--- src/rtl/rat_pkg.sv ---
// Shared types and constants for the rational arithmetic stages.
package rat_pkg;

  localparam int unsigned RAT_WIDTH         = 32;
  localparam int unsigned RAT_GCD_MAX_STEPS = 4 * RAT_WIDTH;

  typedef enum logic [2:0] {
    IDLE,
    CHECK,
    GCD,
    DIV_NUM,
    DIV_DEN,
    DONE
  } rat_reduce_state_t;

  typedef struct packed {
    logic [RAT_WIDTH-1:0] num;
    logic [RAT_WIDTH-1:0] den;
  } rat_frac_t;

endpackage

--- src/rtl/rat_udiv.sv ---
// Unsigned restoring divider: one quotient bit per cycle, WIDTH cycles per divide
// counting the start cycle, done pulses for one cycle once quotient/remainder are final.
module rat_udiv #(
  parameter int unsigned WIDTH = 32
) (
  input  logic             clk,
  input  logic             rst,
  input  logic             start,
  input  logic [WIDTH-1:0] dividend,
  input  logic [WIDTH-1:0] divisor,
  output logic             busy,
  output logic             done,
  output logic [WIDTH-1:0] quotient,
  output logic [WIDTH-1:0] remainder
);

  localparam int unsigned CW = $clog2(WIDTH + 1);

  logic [WIDTH-1:0] rem_q, quo_q, dvs_q;
  logic [CW-1:0]    cnt_q;
  logic [WIDTH-1:0] r_src, q_src, d_src, r_nxt, q_nxt;
  logic [WIDTH:0]   shifted, diff;

  // The start cycle already performs the first iteration on the fresh operands.
  always_comb begin
    r_src   = start ? '0 : rem_q;
    q_src   = start ? dividend : quo_q;
    d_src   = start ? divisor : dvs_q;
    shifted = {r_src, q_src[WIDTH-1]};
    diff    = shifted - {1'b0, d_src};
    if (diff[WIDTH]) begin
      r_nxt = shifted[WIDTH-1:0];
      q_nxt = {q_src[WIDTH-2:0], 1'b0};
    end else begin
      r_nxt = diff[WIDTH-1:0];
      q_nxt = {q_src[WIDTH-2:0], 1'b1};
    end
  end

  always_ff @(posedge clk or posedge rst) begin
    if (rst) begin
      rem_q <= '0;
      quo_q <= '0;
      dvs_q <= '0;
      cnt_q <= '0;
      busy  <= 1'b0;
      done  <= 1'b0;
    end else begin
      done <= 1'b0;
      if (start) begin
        rem_q <= r_nxt;
        quo_q <= q_nxt;
        dvs_q <= divisor;
        cnt_q <= CW'(WIDTH - 1);
        busy  <= 1'b1;
      end else if (busy) begin
        rem_q <= r_nxt;
        quo_q <= q_nxt;
        cnt_q <= cnt_q - CW'(1);
        if (cnt_q == CW'(1)) begin
          busy <= 1'b0;
          done <= 1'b1;
        end
      end
    end
  end

  assign quotient  = quo_q;
  assign remainder = rem_q;

endmodule

--- src/rtl/rat_reduce.sv ---
// Reduces a signed fraction to lowest terms: binary GCD, then two exact divisions by
// the GCD on a shared divider. Valid/ready on both sides, one fraction in flight.
module rat_reduce
  import rat_pkg::*;
#(
  parameter int unsigned WIDTH = 32
) (
  input  logic             clk,
  input  logic             rst,
  input  logic             in_valid,
  output logic             in_ready,
  input  logic [WIDTH-1:0] in_num,
  input  logic [WIDTH-1:0] in_den,
  output logic             out_valid,
  input  logic             out_ready,
  output logic [WIDTH-1:0] out_num,
  output logic [WIDTH-1:0] out_den,
  output logic             out_err
);

  localparam int unsigned KW = $clog2(WIDTH) + 1;

  rat_reduce_state_t state, state_nxt;

  logic             sign_q;
  logic [WIDTH-1:0] mag_q, den_q, a_q, b_q, g_q, qn_q;
  logic [KW-1:0]    k_q;
  logic [WIDTH-1:0] gcd_now;

  logic             div_start, div_busy, div_done;
  logic [WIDTH-1:0] div_dividend, div_divisor, div_quo, div_rem;

  assign gcd_now = b_q << k_q;

  rat_udiv #(.WIDTH(WIDTH)) u_div (
    .clk       (clk),
    .rst       (rst),
    .start     (div_start),
    .dividend  (div_dividend),
    .divisor   (div_divisor),
    .busy      (div_busy),
    .done      (div_done),
    .quotient  (div_quo),
    .remainder (div_rem)
  );

  always_ff @(posedge clk or posedge rst) begin
    if (rst) state <= IDLE;
    else     state <= state_nxt;
  end

  // The numerator divide is launched on the final GCD cycle, so DIV_NUM and DIV_DEN
  // each last exactly WIDTH cycles and the divider is never idle between them.
  always_comb begin
    state_nxt    = state;
    div_start    = 1'b0;
    div_dividend = mag_q;
    div_divisor  = gcd_now;
    case (state)
      IDLE:    if (in_valid) state_nxt = CHECK;
      CHECK:   state_nxt = (den_q == '0 || mag_q == '0) ? DONE : GCD;
      GCD:
        if (a_q == '0) begin
          div_start = 1'b1;
          state_nxt = DIV_NUM;
        end
      DIV_NUM:
        if (div_done) begin
          div_start    = 1'b1;
          div_dividend = den_q;
          div_divisor  = g_q;
          state_nxt    = DIV_DEN;
        end
      DIV_DEN: if (div_done) state_nxt = DONE;
      DONE:    if (out_ready) state_nxt = IDLE;
      default: state_nxt = IDLE;
    endcase
  end

  assign in_ready  = (state == IDLE);
  assign out_valid = (state == DONE);

  always_ff @(posedge clk or posedge rst) begin
    if (rst) begin
      sign_q  <= 1'b0;
      mag_q   <= '0;
      den_q   <= '0;
      a_q     <= '0;
      b_q     <= '0;
      g_q     <= '0;
      k_q     <= '0;
      qn_q    <= '0;
      out_num <= '0;
      out_den <= '0;
      out_err <= 1'b0;
    end else begin
      case (state)
        IDLE:
          if (in_valid) begin
            sign_q <= in_num[WIDTH-1];
            mag_q  <= in_num[WIDTH-1] ? -in_num : in_num;
            den_q  <= in_den;
          end
        CHECK:
          if (den_q == '0) begin
            out_num <= sign_q ? -mag_q : mag_q;
            out_den <= '0;
            out_err <= 1'b1;
          end else if (mag_q == '0) begin
            out_num <= '0;
            out_den <= WIDTH'(1);
            out_err <= 1'b0;
          end else begin
            a_q <= mag_q;
            b_q <= den_q;
            k_q <= '0;
          end
        GCD:
          if (a_q == '0) begin
            g_q <= gcd_now;
          end else if (!a_q[0] && !b_q[0]) begin
            a_q <= a_q >> 1;
            b_q <= b_q >> 1;
            k_q <= k_q + KW'(1);
          end else if (!a_q[0]) begin
            a_q <= a_q >> 1;
          end else if (!b_q[0]) begin
            b_q <= b_q >> 1;
          end else if (a_q >= b_q) begin
            a_q <= a_q - b_q;
          end else begin
            b_q <= b_q - a_q;
          end
        DIV_NUM: if (div_done) qn_q <= div_quo;
        DIV_DEN:
          if (div_done) begin
            out_num <= sign_q ? -qn_q : qn_q;
            out_den <= div_quo;
            out_err <= 1'b0;
          end
        default: ;
      endcase
    end
  end

  assert property (@(posedge clk) disable iff (rst)
    (div_done && (state == DIV_NUM || state == DIV_DEN)) |-> (div_rem == '0));

  assert property (@(posedge clk) disable iff (rst) div_start |-> !div_busy);

endmodule

--- config.mk ---
export PLATFORM = sky130hd
export DESIGN_NAME = rat_reduce
export DESIGN_NICKNAME = d
export VERILOG_FILES = /design/src/rtl/rat_pkg.sv /design/src/rtl/rat_udiv.sv /design/src/rtl/rat_reduce.sv
export SDC_FILE = /design/constraint.sdc
export NUM_CORES = 1
export LEC_CHECK = 0
export ABC_AREA = 1
export BUFFER_PORTS_ARGS = -buffer_cell sky130_fd_sc_hd__buf_4
export CAP_MARGIN = 25
export CORE_ASPECT_RATIO = 0.6
export CORE_MARGIN = 2
export CORE_UTILIZATION = 45
export CTS_CLUSTER_SIZE = 20
export DETAILED_ROUTE_END_ITERATION = 12
export PLACE_DENSITY_LB_ADDON = 0.12
export SYNTH_ARGS = -nofsm -noshare
export SYNTH_HDL_FRONTEND = slang
export SYNTH_SLANG_ARGS = --single-unit
--- constraint.sdc ---
create_clock -name clk -period 11.8 [get_ports clk]
set_clock_uncertainty 0.2 [all_clocks]
set_input_delay 0.59 -clock clk [delete_from_list [all_inputs] [get_ports clk]]
set_output_delay 0.59 -clock clk [all_outputs]
set_load 0.02 [all_outputs]
Yosys cells after proc, flatten, opt, wreduce, memory -nomap -nowiden:

Cells that the tools add are included.

* reductions and logical operators: 21
* equality and inequality tests: 20
* $lt $le $gt $ge: 1
* bitwise logic cells: 0
* add/subtract/negate cells: 8
* divide/modulo/power cells: 0
* multiplexer cells: 67
* shifts and indexed selects: 1
* multipliers: 0

Operators with widths (number)
* $mux W32: 35
* $pmux W32 S2: 4
* $logic_not A32 Y1: 3
* $neg A32 Y32: 3
* $sub A32 B32 Y32: 2
* $mux W6: 6
* $sub A33 B32 Y33: 1
* $ge A32 B32 Y1: 1
* $shl A32 B6 Y32: 1
* $mux W3: 6
* $pmux W3 S6: 1
* $reduce_and A5 Y1: 3
* $mux W1: 12
* $ne A2 B2 Y1 const B: 6
* $ne A4 B4 Y1 const B: 3
* $pmux W6 S2: 1
* $reduce_and A6 Y1: 2
* $add A6 B1 Y6 const B: 1
* $eq A3 B2 Y1 const B: 2
* $eq A3 B3 Y1 const B: 2
* $eq A6 B1 Y1 const B: 1
* $ne A2 B1 Y1 const B: 3
* $ne A3 B3 Y1 const B: 2
* $reduce_and A2 Y1: 3
* 10 further kinds: 14

* latch bits: 0
* bits in read-only memories: 0
* bits of input ports: 68
* memories kept: 0
* word-level logic and storage cells: 138
* RAM bits: 0
* output and inout port bits: 67
* bits in registers: 371

Depth between registers and ports, before layout:

* depth in word-level cells: 8
* mapped depth: 30

Hierarchy:

A second synthesis with hierarchy kept.

* cell total of the unflattened synthesis: 4511
* area total of the unflattened synthesis: 28544.9 µm²

Modules (own cells, without submodules)
* rat_reduce: area each 21061.4 µm², cells an instance 3348, times used 1
* rat_udiv: area each 7483.4 µm², cells an instance 1163, times used 1

Worst setup path before layout:

Ideal clock, no wire load.

* path type: reg2reg
* start: register a_q[1]
* end: register u_div.rem_q[24], in the netlist u_div.remainder[24]
* arrival: 3.511 ns
* buffers on the path: 3
* stages on the path, launching flop included: 30
* setup time: 0.117 ns
* setup slack: 7.972 ns
* clock period less this slack: 3.828 ns
* cell sequence: dfrtp_1 -> inv_1 -> nand4_1 -> nor2_1 -> nand2_1 -> nor2_4 -> nand2_4 -> nand2_2 -> inv_2 -> buf_2 -> buf_2 -> nand2_1 -> o211ai_1 -> ha_1 -> fa_1 -> inv_1 -> nand3_1 -> nand3_1 -> nand2_1 -> nand2_1 -> nand2_1 -> nand2_1 -> nand2_1 -> nand2_1 -> nand2_2 -> nand2_2 -> buf_4 -> nand2_1 -> nand3_1 -> nand2_1

* word-level cells in the longest chain between the ends: 8
* elaborated cells on any way between the ends: 11

RTL lines
* start: declaration: RTL line rat_reduce.sv:26 `logic [WIDTH-1:0] mag_q, den_q, a_q, b_q, g_q, qn_q;`
* start signal: assignment: RTL line rat_reduce.sv:114 `a_q <= mag_q;`
* start signal: assignment: RTL line rat_reduce.sv:122 `a_q <= a_q >> 1;`
* start signal: assignment: RTL line rat_reduce.sv:126 `a_q <= a_q >> 1;`
* $logic_not A32 Y1 *: RTL line rat_reduce.sv:63 `if (a_q == '0) begin`
* $mux W1 *: RTL line rat_reduce.sv:63
* $pmux W1 S2 *: RTL line rat_reduce.sv:59 `case (state)`
* $mux W32 *: RTL line rat_udiv.sv:28 `d_src = start ? divisor : dvs_q;`
* net u_div.d_src[0]: RTL line rat_udiv.sv:21 `logic [WIDTH-1:0] r_src, q_src, d_src, r_nxt, q_nxt;`
* $sub A33 B32 Y33 *: RTL line rat_udiv.sv:30 `diff = shifted - {1'b0, d_src};`
* $mux W32 *: RTL line rat_udiv.sv:31 `if (diff[WIDTH]) begin`
* $mux W32: RTL line rat_udiv.sv:56 `end else if (busy) begin`
* $mux W32 *: RTL line rat_udiv.sv:50 `if (start) begin`
* end signal: assignment: RTL line rat_udiv.sv:51 `rem_q <= r_nxt;`
* end signal: assignment: RTL line rat_udiv.sv:57 `rem_q <= r_nxt;`
* end: declaration: RTL line rat_udiv.sv:19 `logic [WIDTH-1:0] rem_q, quo_q, dvs_q;`

The timed path passes the listed nets; every way through them passes the cells marked *. The select of a mux whose other input is x is not followed.
A chain may end at the register's enable or synchronous reset.

Worst setup path after layout:

* start: register state[2]
* end: register u_div.rem_q[28], in the netlist u_div.remainder[28]

* word-level cells in the longest chain between the ends: 7
* elaborated cells on any way between the ends: 13

RTL lines
* start: declaration: RTL line rat_reduce.sv:23 `rat_reduce_state_t state, state_nxt;`
* start signal: assignment: RTL line rat_reduce.sv:49 `else state <= state_nxt;`
* $eq A3 B2 Y1: RTL line rat_reduce.sv:59
* $pmux W1 S2 or $mux W32 (tied branches): RTL line rat_reduce.sv:59
* $mux W32 *: RTL line rat_udiv.sv:28
* net u_div.d_src[0]: RTL line rat_udiv.sv:21
* $sub A33 B32 Y33 *: RTL line rat_udiv.sv:30
* $mux W32 *: RTL line rat_udiv.sv:31
* $mux W32: RTL line rat_udiv.sv:56
* $mux W32 *: RTL line rat_udiv.sv:50

Marks and branches as above.

==> summary.md <==
| Metric | Value |
|---|---|
| Status | finished, final reports clean |
| CP delay by family, top | simple AND/OR/NAND/NOR gates |
| Port buffer count | 134 |
| Post-DP HPWL | 87.0 mm |
| X dimension of the die | 328 um |
| Synth-to-layout area growth | 10.5% |
| Top FF cell, synth | dfrtp_1 |
| Yosys cell types | 53 |
| Syn nets | 4633 |
| Wire per inst | 20.9 um |
| Area of the multi-input gates | 0.0158 mm2 |
| CP max-delay cell | nand2_2 |
| Die area | 0.0651 mm2 |
| Tot Pwr | 8.45 mW |
| Commonest cells after routing, fill and taps aside | 1561 x nand2_1, 616 x inv_1, 370 x dfrtp_1, 360 x o21ai_0, 330 x nor2_1 |
| Synth area leader | dfrtp_1 |
| Slew margin rel. | 30.6% |
| Die height | 199 um |
| Largest net degree at the start of global routing | 131 |
| Initial antenna violation count | 3 |
| Cells after Synth | 4460 |
| First-pass detailed-route iteration total | 8 |
| Tcrit/Tclk final | 48.5% |
| Vias in the first global route | 26.2k |
| Synth Area in Compound Gates | 13.7% |
| Starting Density | 45.4% |
| CTS H-tree lvls | 2 |
| Final WL | 112 mm |
| GPL Wtd Cong | 1.06 |
| Most common cell after layout, fill and taps aside | nand2_1 |
| Root buf cell | clkbuf_16 |
| Placed inst area | 0.0298 mm2 |
| PwrDens | 269 mW/mm2 |
| Crit path buf inv count | 5 |
| Multiplexer area fraction after synthesis | 0.600% |
| Adder and majority gate portion of the synthesized area | 4.71% |
| Placed insts | 5285 |
| Fillcell total | 6525 |
| Cell area after synthesis | 0.0284 mm2 |
| Final setup viols | 0 |
| CTS max path bufs | 3 |
| CTS buffer count | 40 |
| Critical path type | reg2reg |
| Ys Warns | 0 |
| Hold Vio Cnt, Final | 0 |
| Largest family of logic cells by synthesized area | simple AND/OR/NAND/NOR gates |
| Final min period | 5.72 ns |
| Core area | 0.0625 mm2 |
| Yosys reg bits | 371 |
| Post-synth EDFFs | 0 |
| Clk_lat worst skew | 0.61 ns |
| Detailed-route via count | 29.7k |
| Finished Core Util | 50.1% |
| Critical Path Max Stage Delay | 0.61 ns |
| Crit. End Element | flop |
| DR DRC count | 0 |
| Sequential area share after synthesis | 32.7% |
| Most common cell on crit path | nand2_1 |
| CTS clk-pin slew, worst paths | 0.06 ns |
| Post-Synth Simple-Gate Area | 33.9% |
| Via density | 5.53 |
| Nets | 4669 |
| Setup repair after global routing missed its margin | false |
| Hold Path Class | in2reg |
| Max Slew Vio Count | 0 |
| F_max | 175 MHz |
| Dominant cells by area after synthesis | dfrtp_1 33%, nand2_1 21%, inv_1 8.2% |
| Arrival @ worst endpoint | 6.01 ns |
| Drt initial violations | 3751 |
| P_leak | 17.1 nW |
| Syn avg cell area | 6.36 um2 |
| Max-Cap Viols | 0 |
| Share of layout cells above drive strength 1 | 6.94% |
| Seq. cell area | 0.00929 mm2 |
| Gr usage total | 33.9% |
| Xor/xnor share of the synthesized area | 2.87% |
| Worst-margin pin slew | 1.03 ns |
| First-pass GRT wire length | 167 mm |
| Row cnt | 71 |
| Worst EP required | 12.09 ns |
| Grt ovf | 0 |
| Remaining antenna violation count after routing | 0 |
| Asr flop ratio synth | 100% |
| Setup Total Neg Slack | 0 ns |
| IR drop worst, VDD | 0.000161 V |
| Final non-filler cell total | 5368 |
| Startpoint types | flop |
| CP max FO | 71 |
| Yosys top cell area share | 32.7% |
| Final instance area | 0.0314 mm2 |
| IO Pins | 135 |
| CTS tree | done |
| Clk sinks | 371 |
-- sequential cells by signal, indices dropped and copies added (netlist names), 3 cells and up --
| name | count |
|---|---|
| state | 3 |
| g_q | 32 |
| out_den | 32 |
| out_num | 32 |
| u_div.quotient | 32 |
| mag_q | 32 |
| a_q | 32 |
| u_div.cnt_q | 6 |
| qn_q | 32 |
| den_q | 32 |
| k_q | 6 |
| u_div.dvs_q | 32 |
| b_q | 32 |
| u_div.remainder | 32 |
-- Yosys cell counts, types with 13 or more instances --
master       n
nand2_1   1561
inv_1      617
dfrtp_1    371
o21ai_0    360
nor2_1     330
nand3_1    305
a21oi_1    196
ha_1       102
clkbuf_1    84
xor2_1      71
buf_2       58
nand4_1     40
nor3_1      31
o211ai_1    28
o22ai_1     25
a31oi_1     24
o21ai_1     23
xnor2_1     22
o31ai_1     21
inv_2       19
mux2i_1     17
nand2_2     14
buf_4       13
nand3b_1    13
-- worst min-delay path, stage by stage --
cell and delay (ns):
buf_4 0.08, nand2_1 0.04, o21ai_0 0.06
-- final cells by class --
cell class              instances  share of cell area, %
diodes                          2                 0.0160
clock buffers                  51                   3.58
clock inverters                22                  0.982
inverters                     642                   7.73
multi-input cells            3270                   50.5
flip-flops and latches        371                   29.6
well taps                     839                   3.35
repair buffers                171                   4.25
-- cells by family after synthesis --
family,Yosys count
compound gates,715
buf+inv,819
flops,371
mux,17
xor+xnor,93
simple gates,2340
fa+ha+maj,105
-- per-stage QoR --
step                hold WS, ns  setup WS [ns]
global placement          0.266           6.35
finish                   0.0125           6.08
detailed placement        0.266           6.16
global route             0.0217           5.55
floorplan                 0.249          0.708
CTS                     0.00645           6.15
-- path summary, 6_finish.rpt --
| check | slack (ns) | depth (start not counted) | to | startpoint |
|---|---|---|---|---|
| setup / recovery | 6.08 | 25 | u_div.remainder[28] | state[2] |
| setup reg to reg | 6.08 | 25 | u_div.remainder[28] | state[2] |
| min in group asynchronous | 0.37 | 3 | out_den[28] | rst |
| hold reg to reg | 0.28 | 2 | u_div.remainder[18] | u_div.remainder[18] |
| hold / removal | 0.01 | 3 | den_q[24] | in_den[24] |
| max in group asynchronous | 8.83 | 7 | a_q[30] | rst |
-- per-layer routing --
| metal | share of wire, % | wire (um) | up-vias | global-route usage [%] |
|---|---|---|---|---|
| met5 | 0 | 0 | - | 0 |
| met4 | 1.6 | 1790 | 0 | 5.92 |
| met3 | 13 | 15100 | 106 | 12.3 |
| met2 | 38 | 42200 | 1510 | 44.7 |
| met1 | 47 | 53000 | 13900 | 52.2 |
| li1 | - | - | 14200 | - |
-- repair_timing --
item,4_1_cts,5_1_grt
resized for setup,0,0
setup endpoints to repair,0,0
setup buffers,0,0
hold endpoints to repair,3,49
hold buffers,3,1
-- power by group --
part / total (mW) / internal [mW] / switching [mW]
Clock: 1.41 / 0.796 / 0.617
Combinational: 5.14 / 1.37 / 3.77
Sequential: 1.89 / 1.55 / 0.347
Total: 8.45 / 3.71 / 4.73
No activity file was read; power rests on OpenSTA's default activity.
